===== config.mk =====
export PLATFORM = sky130hd
export DESIGN_NAME = scan_chain_controller
export DESIGN_NICKNAME = d
export VERILOG_FILES = /design/src/rtl/scan_chain_pkg.sv /design/src/rtl/scan_piso_sipo.sv /design/src/rtl/scan_chain_controller.sv
export SDC_FILE = /design/constraint.sdc
export NUM_CORES = 1
export LEC_CHECK = 0
export BUFFER_PORTS_ARGS = -buffer_cell sky130_fd_sc_hd__buf_2
export CELL_PAD_IN_SITES_DETAIL_PLACEMENT = 1
export CELL_PAD_IN_SITES_GLOBAL_PLACEMENT = 1
export CORE_ASPECT_RATIO = 0.8
export CORE_MARGIN = 2
export CORE_UTILIZATION = 43
export DETAILED_ROUTE_END_ITERATION = 12
export PLACE_DENSITY_LB_ADDON = 0.12
export SLEW_MARGIN = 10
export SYNTH_ARGS = -nofsm -noshare
export SYNTH_HDL_FRONTEND = slang
export SYNTH_SLANG_ARGS = --single-unit

===== constraint.sdc =====
create_clock -name clk -period 2.03 [get_ports clk]
set_input_delay 0.1015 -clock clk [delete_from_list [all_inputs] [get_ports clk]]
set_output_delay 0.1015 -clock clk [all_outputs]
set_load 0.03 [all_outputs]

===== src/rtl/scan_chain_pkg.sv =====
// ============================================================================
// Module   : scan_chain_pkg
// Purpose  : Shared state encoding for the scan chain controller.
// Revision : 1.0
// ============================================================================
`default_nettype none

package scan_chain_pkg;

  typedef enum logic [2:0] {
    IDLE    = 3'd0,
    LOAD    = 3'd1,
    CAPTURE = 3'd2,
    UNLOAD  = 3'd3,
    DONE    = 3'd4
  } scan_state_t;

endpackage

`default_nettype wire


===== src/rtl/scan_piso_sipo.sv =====
// ============================================================================
// Module   : scan_piso_sipo
// Purpose  : Pattern PISO (MSB first) and response SIPO for the scan driver.
// Revision : 1.0
// ============================================================================
`default_nettype none

module scan_piso_sipo #(
  parameter int WIDTH = 8
) (
  input  logic             clk,
  input  logic             reset,
  input  logic             load_pat,
  input  logic [WIDTH-1:0] pattern,
  input  logic             shift_pat,
  input  logic             shift_resp,
  input  logic             latch_resp,
  input  logic             serial_in,
  output logic             pat_msb,
  output logic [WIDTH-1:0] response
);

  logic [WIDTH-1:0] r_pat_reg;
  logic [WIDTH-1:0] r_resp_sh;
  logic [WIDTH-1:0] r_response;

  always_ff @(posedge clk or posedge reset) begin
    if (reset) begin
      r_pat_reg  <= '0;
      r_resp_sh  <= '0;
      r_response <= '0;
    end else begin
      if (load_pat) begin
        r_pat_reg <= pattern;
      end else if (shift_pat) begin
        r_pat_reg <= {r_pat_reg[WIDTH-2:0], 1'b0};
      end

      if (shift_resp) begin
        r_resp_sh <= {r_resp_sh[WIDTH-2:0], serial_in};
      end

      // The final serial bit arrives on the same edge, so fold it in directly.
      if (latch_resp) begin
        r_response <= {r_resp_sh[WIDTH-2:0], serial_in};
      end
    end
  end

  assign pat_msb  = r_pat_reg[WIDTH-1];
  assign response = r_response;

endmodule

`default_nettype wire


===== src/rtl/scan_chain_controller.sv =====
// ============================================================================
// Module   : scan_chain_controller
// Purpose  : Load / capture / unload sequencer for an attached scan chain.
// Revision : 1.0
// ============================================================================
`default_nettype none

module scan_chain_controller
  import scan_chain_pkg::*;
#(
  parameter int CHAIN_LEN = 8
) (
  input  logic                 clk,
  input  logic                 reset,
  input  logic                 start,
  input  logic [CHAIN_LEN-1:0] pattern,
  input  logic                 chain_sout,
  output logic                 scan_test,
  output logic                 scan_sin,
  output logic [CHAIN_LEN-1:0] response,
  output logic                 busy,
  output logic                 done
);

  localparam int c_cnt_w = $clog2(CHAIN_LEN);
  localparam logic [c_cnt_w-1:0] c_cnt_last = c_cnt_w'(CHAIN_LEN - 1);
  localparam logic [c_cnt_w-1:0] c_cnt_one  = c_cnt_w'(1);

  scan_state_t        r_state;
  logic [c_cnt_w-1:0] r_cnt;
  logic               r_scan_test;
  logic               r_busy;
  logic               r_done;

  logic w_accept;
  logic w_shift_pat;
  logic w_shift_resp;
  logic w_latch_resp;
  logic w_pat_msb;

  assign w_accept     = (r_state == IDLE) && start;
  assign w_shift_pat  = (r_state == LOAD);
  assign w_shift_resp = (r_state == UNLOAD);
  assign w_latch_resp = (r_state == UNLOAD) && (r_cnt == c_cnt_last);

  // Outputs are registered alongside the state so they align with it.
  always_ff @(posedge clk or posedge reset) begin
    if (reset) begin
      r_state     <= IDLE;
      r_cnt       <= '0;
      r_scan_test <= 1'b0;
      r_busy      <= 1'b0;
      r_done      <= 1'b0;
    end else begin
      case (r_state)
        IDLE: begin
          if (start) begin
            r_state     <= LOAD;
            r_cnt       <= '0;
            r_scan_test <= 1'b1;
            r_busy      <= 1'b1;
          end
        end
        LOAD: begin
          if (r_cnt == c_cnt_last) begin
            r_state     <= CAPTURE;
            r_cnt       <= '0;
            r_scan_test <= 1'b0;
          end else begin
            r_cnt <= r_cnt + c_cnt_one;
          end
        end
        CAPTURE: begin
          r_state     <= UNLOAD;
          r_scan_test <= 1'b1;
        end
        UNLOAD: begin
          if (r_cnt == c_cnt_last) begin
            r_state     <= DONE;
            r_cnt       <= '0;
            r_scan_test <= 1'b0;
            r_busy      <= 1'b0;
            r_done      <= 1'b1;
          end else begin
            r_cnt <= r_cnt + c_cnt_one;
          end
        end
        DONE: begin
          r_state <= IDLE;
          r_done  <= 1'b0;
        end
        default: begin
          r_state     <= IDLE;
          r_cnt       <= '0;
          r_scan_test <= 1'b0;
          r_busy      <= 1'b0;
          r_done      <= 1'b0;
        end
      endcase
    end
  end

  scan_piso_sipo #(
    .WIDTH(CHAIN_LEN)
  ) u_shift (
    .clk       (clk),
    .reset     (reset),
    .load_pat  (w_accept),
    .pattern   (pattern),
    .shift_pat (w_shift_pat),
    .shift_resp(w_shift_resp),
    .latch_resp(w_latch_resp),
    .serial_in (chain_sout),
    .pat_msb   (w_pat_msb),
    .response  (response)
  );

  assign scan_test = r_scan_test;
  assign scan_sin  = (r_state == LOAD) && w_pat_msb;
  assign busy      = r_busy;
  assign done      = r_done;

endmodule

`default_nettype wire


==> summary.md <==
| Metric | Value |
|---|---|
| Status | finished, final reports clean |
| Vias/cell | 5.12 |
| Fraction of layout cells with a size suffix above 1 | 35.6% |
| Mapped cell area | 1440 µm² |
| Critical Path AT | 1720 ps |
| Post-synth top area share | 55.5% |
| Number of CTS-inserted buffers | 5 |
| Yosys Warn Count | 0 |
| FF+latch area | 801 µm² |
| Fin. max-slew vios | 0 |
| Design Area, Final | 1680 µm² |
| RePlAce Congestion | 0.698 |
| Multi-input gate area | 583 µm² |
| Total wire length | 2740 µm |
| Initial antenna violation count | 0 |
| Die Ht | 55.8 µm |
| 1st-iter DRT viols | 51 |
| Router iterations before antenna repair | 4 |
| Post-layout util | 53.2% |
| Core area | 3150 µm² |
| Worst skew pair latency | 280 ps |
| RSZ-0062 raised after global routing | no |
| CP Max Fanout | 14 |
| Maximum clock rate | 549 MHz |
| Largest net degree at the start of global routing | 33 |
| # rows | 18 |
| Starting density of the core | 45.8% |
| Final net count | 160 |
| Synth Net Count | 132 |
| Worst setup SP type | register |
| Via count | 952 |
| Final Non-Filler Cells | 186 |
| Synth unique cells | 32 |
| Post-Route Setup TNS | 0 ps |
| Power density over cell area | 1610 nW/µm² |
| Seq/Total Area, Yosys | 55.5% |
| Leak | 0.846 nW |
| Post-DR wirelength/cell | 14.7 µm |
| DR DRC count | 0 |
| Placed Cells | 178 |
| Worst path required time | 1930 ps |
| HPWL after detailed placement | 1930 µm |
| Synthesized instance count | 118 |
| Tcrit/Tclk final | 89.7% |
| Crit path capture type | output port |
| I/O Buffers | 23 |
| Hold Path Class | input pin to register |
| Post-DP Area | 1590 µm² |
| Grt ovf | 0 |
| Setup repair bufs after CTS | 0 |
| Smallest hold slack | 25.7 ps |
| Max-slew headroom | 65.8% |
| Path type of the worst setup path | register to output port |
| CTS Sinks | 32 |
| Max VDD drop | 0.719 mV |
| Final setup violating endpoints | 0 |
| Largest area contributor in the netlist | dfrtp_1 |
| Min cycle time layout | 1820 ps |
| #FFs+latches synth | 32 |
| Syn Area/Cell | 12.2 µm² |
| CTS H-tree depth | 2 |
| Skew final | 3.60 ps |
| N_diodes | 0 |
| Worst slew pin tran | 513 ps |
| Root Buffer | clkbuf_8 |
| Max cap viols | 0 |
| Reg clk slew, reported paths | 60 ps |
| Die area | 3840 µm² |
| Layout area overhead | 16.3% |
| Vias in the first global route | 982 |
| GRT Util Overall | 16.2% |
| Final Hold Viols | 0 |
| Fillers | 364 |
| Top cells by area, synth | dfrtp_1 (56%), mux2_4 (8.3%), mux2_2 (6.2%) |
| Antenna viol nets, final | 0 |
| Largest buffer count on any clock path | 2 |
| First-pass GRT wire length | 4550 µm |
| Die width | 68.8 µm |
| CTS tree | yes |
| I/O pin total | 24 |
| Post_cts resized | 0 |
-- logic make-up (layout without fill, tap and decap cells) --
| group | Yosys count | count (layout) | synth area share [%] |
|---|---|---|---|
| XOR/XNOR | 1 | 1 | 0.607 |
| buffers and inverters | 11 | 39 | 4.08 |
| multiplexers | 16 | 16 | 14.6 |
| adder cells (fa/ha/maj) | 2 | 2 | 1.73 |
| AND/OR/NAND/NOR | 35 | 35 | 14.2 |
| flip-flops | 32 | 32 | 55.5 |
| AO/OA/AOI/OAI | 21 | 21 | 9.28 |
-- timing repair --
action	4_1_cts	5_1_grt
hold buffers	1	0
endpoints found under the hold margin	32	0
endpoints found under the setup margin	0	0
-- where the power goes --
group          total, W  switching (W)  internal [W]
clock          0.000446       0.000213      0.000232
sequential      0.00111       0.000193      0.000921
combinational   0.00114       0.000610      0.000528
-- routing by layer --
metal	part of all wire (%)	GRT usage (%)
met1	49	22.3
met2	46	23.1
met3	3.8	5.47
met4	1.6	6.72
met5	0	0
-- worst max-delay path, cell delays in order, from the launching register on --
cell     delay [ps]
dfrtp_1         630
nor3b_4         440
and2_1          180
buf_2           190
-- final cells by class --
cell class,count,area share (%)
inverter,5,1.12
timing repair buffer,27,8.80
clock inverter,1,0.298
multi-input combinational,75,34.8
sequential,32,47.7
tap,40,2.98
clock buffer,6,4.33
-- metrics by stage --
stage / total power, W / setup slack [ps]
after detailed placement: 0.00229 / 282
after CTS: 0.00275 / 197
after global placement: 0.00223 / 383
after floorplan: 0.00200 / 486
final: 0.00270 / 208
after global routing: 0.00289 / 65.1
-- worst paths after layout --
path | start | end | slack (ps) | cells after the start
worst max-delay path | r_state[0]$_DFFE_PP0P_ | scan_sin | 210 | 3
worst min-delay path | pattern[0] | u_shift.r_pat_reg[0]$_DFFE_PP0P_ | 30 | 3
worst max register to register | r_cnt[0]$_DFFE_PP0P_ | u_shift.response[5]$_DFFE_PP0P_ | 280 | 6
worst min register to register | scan_test$_DFFE_PP0P_ | scan_test$_DFFE_PP0P_ | 480 | 2
max in group asynchronous | reset | scan_test$_DFFE_PP0P_ | 1280 | 4
min in group asynchronous | reset | u_shift.r_pat_reg[3]$_DFFE_PP0P_ | 460 | 4
-- layout by cell type (no fill, tap or decap), drive strengths merged --
cell type	netlist	routed
a211o	1	1
a21oi	12	12
a22o	1	1
a22oi	2	2
a2bb2o	1	1
a311o	1	1
and2	1	1
buf	5	26
clkbuf	1	6
clkinv	0	1
dfrtp	32	32
dlygate4sd3	0	1
ha	2	2
inv	5	5
mux2	16	16
nand2	12	12
nand2b	2	2
nand3	4	4
nand3b	1	1
nor2	8	8
nor3	1	1
nor3b	2	2
nor4b	1	1
o21a	1	1
o22ai	1	1
o31ai	1	1
or2	1	1
or3b	1	1
or4b	1	1
xor2	1	1
-- synthesized netlist by cell type --
cell      instances
o22ai_1           1
nand3b_2          1
mux2_4            8
xor2_1            1
inv_1             5
nand2_1          12
buf_4             2
o31ai_1           1
nor2_1            8
a22o_1            1
nor3b_1           1
or2_1             1
a21oi_1          12
nor3b_4           1
o21a_1            1
buf_6             1
a211o_1           1
and2_1            1
nand2b_1          2
clkbuf_1          1
or3b_2            1
a311o_1           1
nor4b_4           1
dfrtp_1          32
or4b_1            1
nor3_1            1
mux2_2            8
ha_1              2
buf_2             2
a2bb2o_1          1
a22oi_1           2
nand3_1           4
No activity file was read; power rests on OpenSTA's default activity.
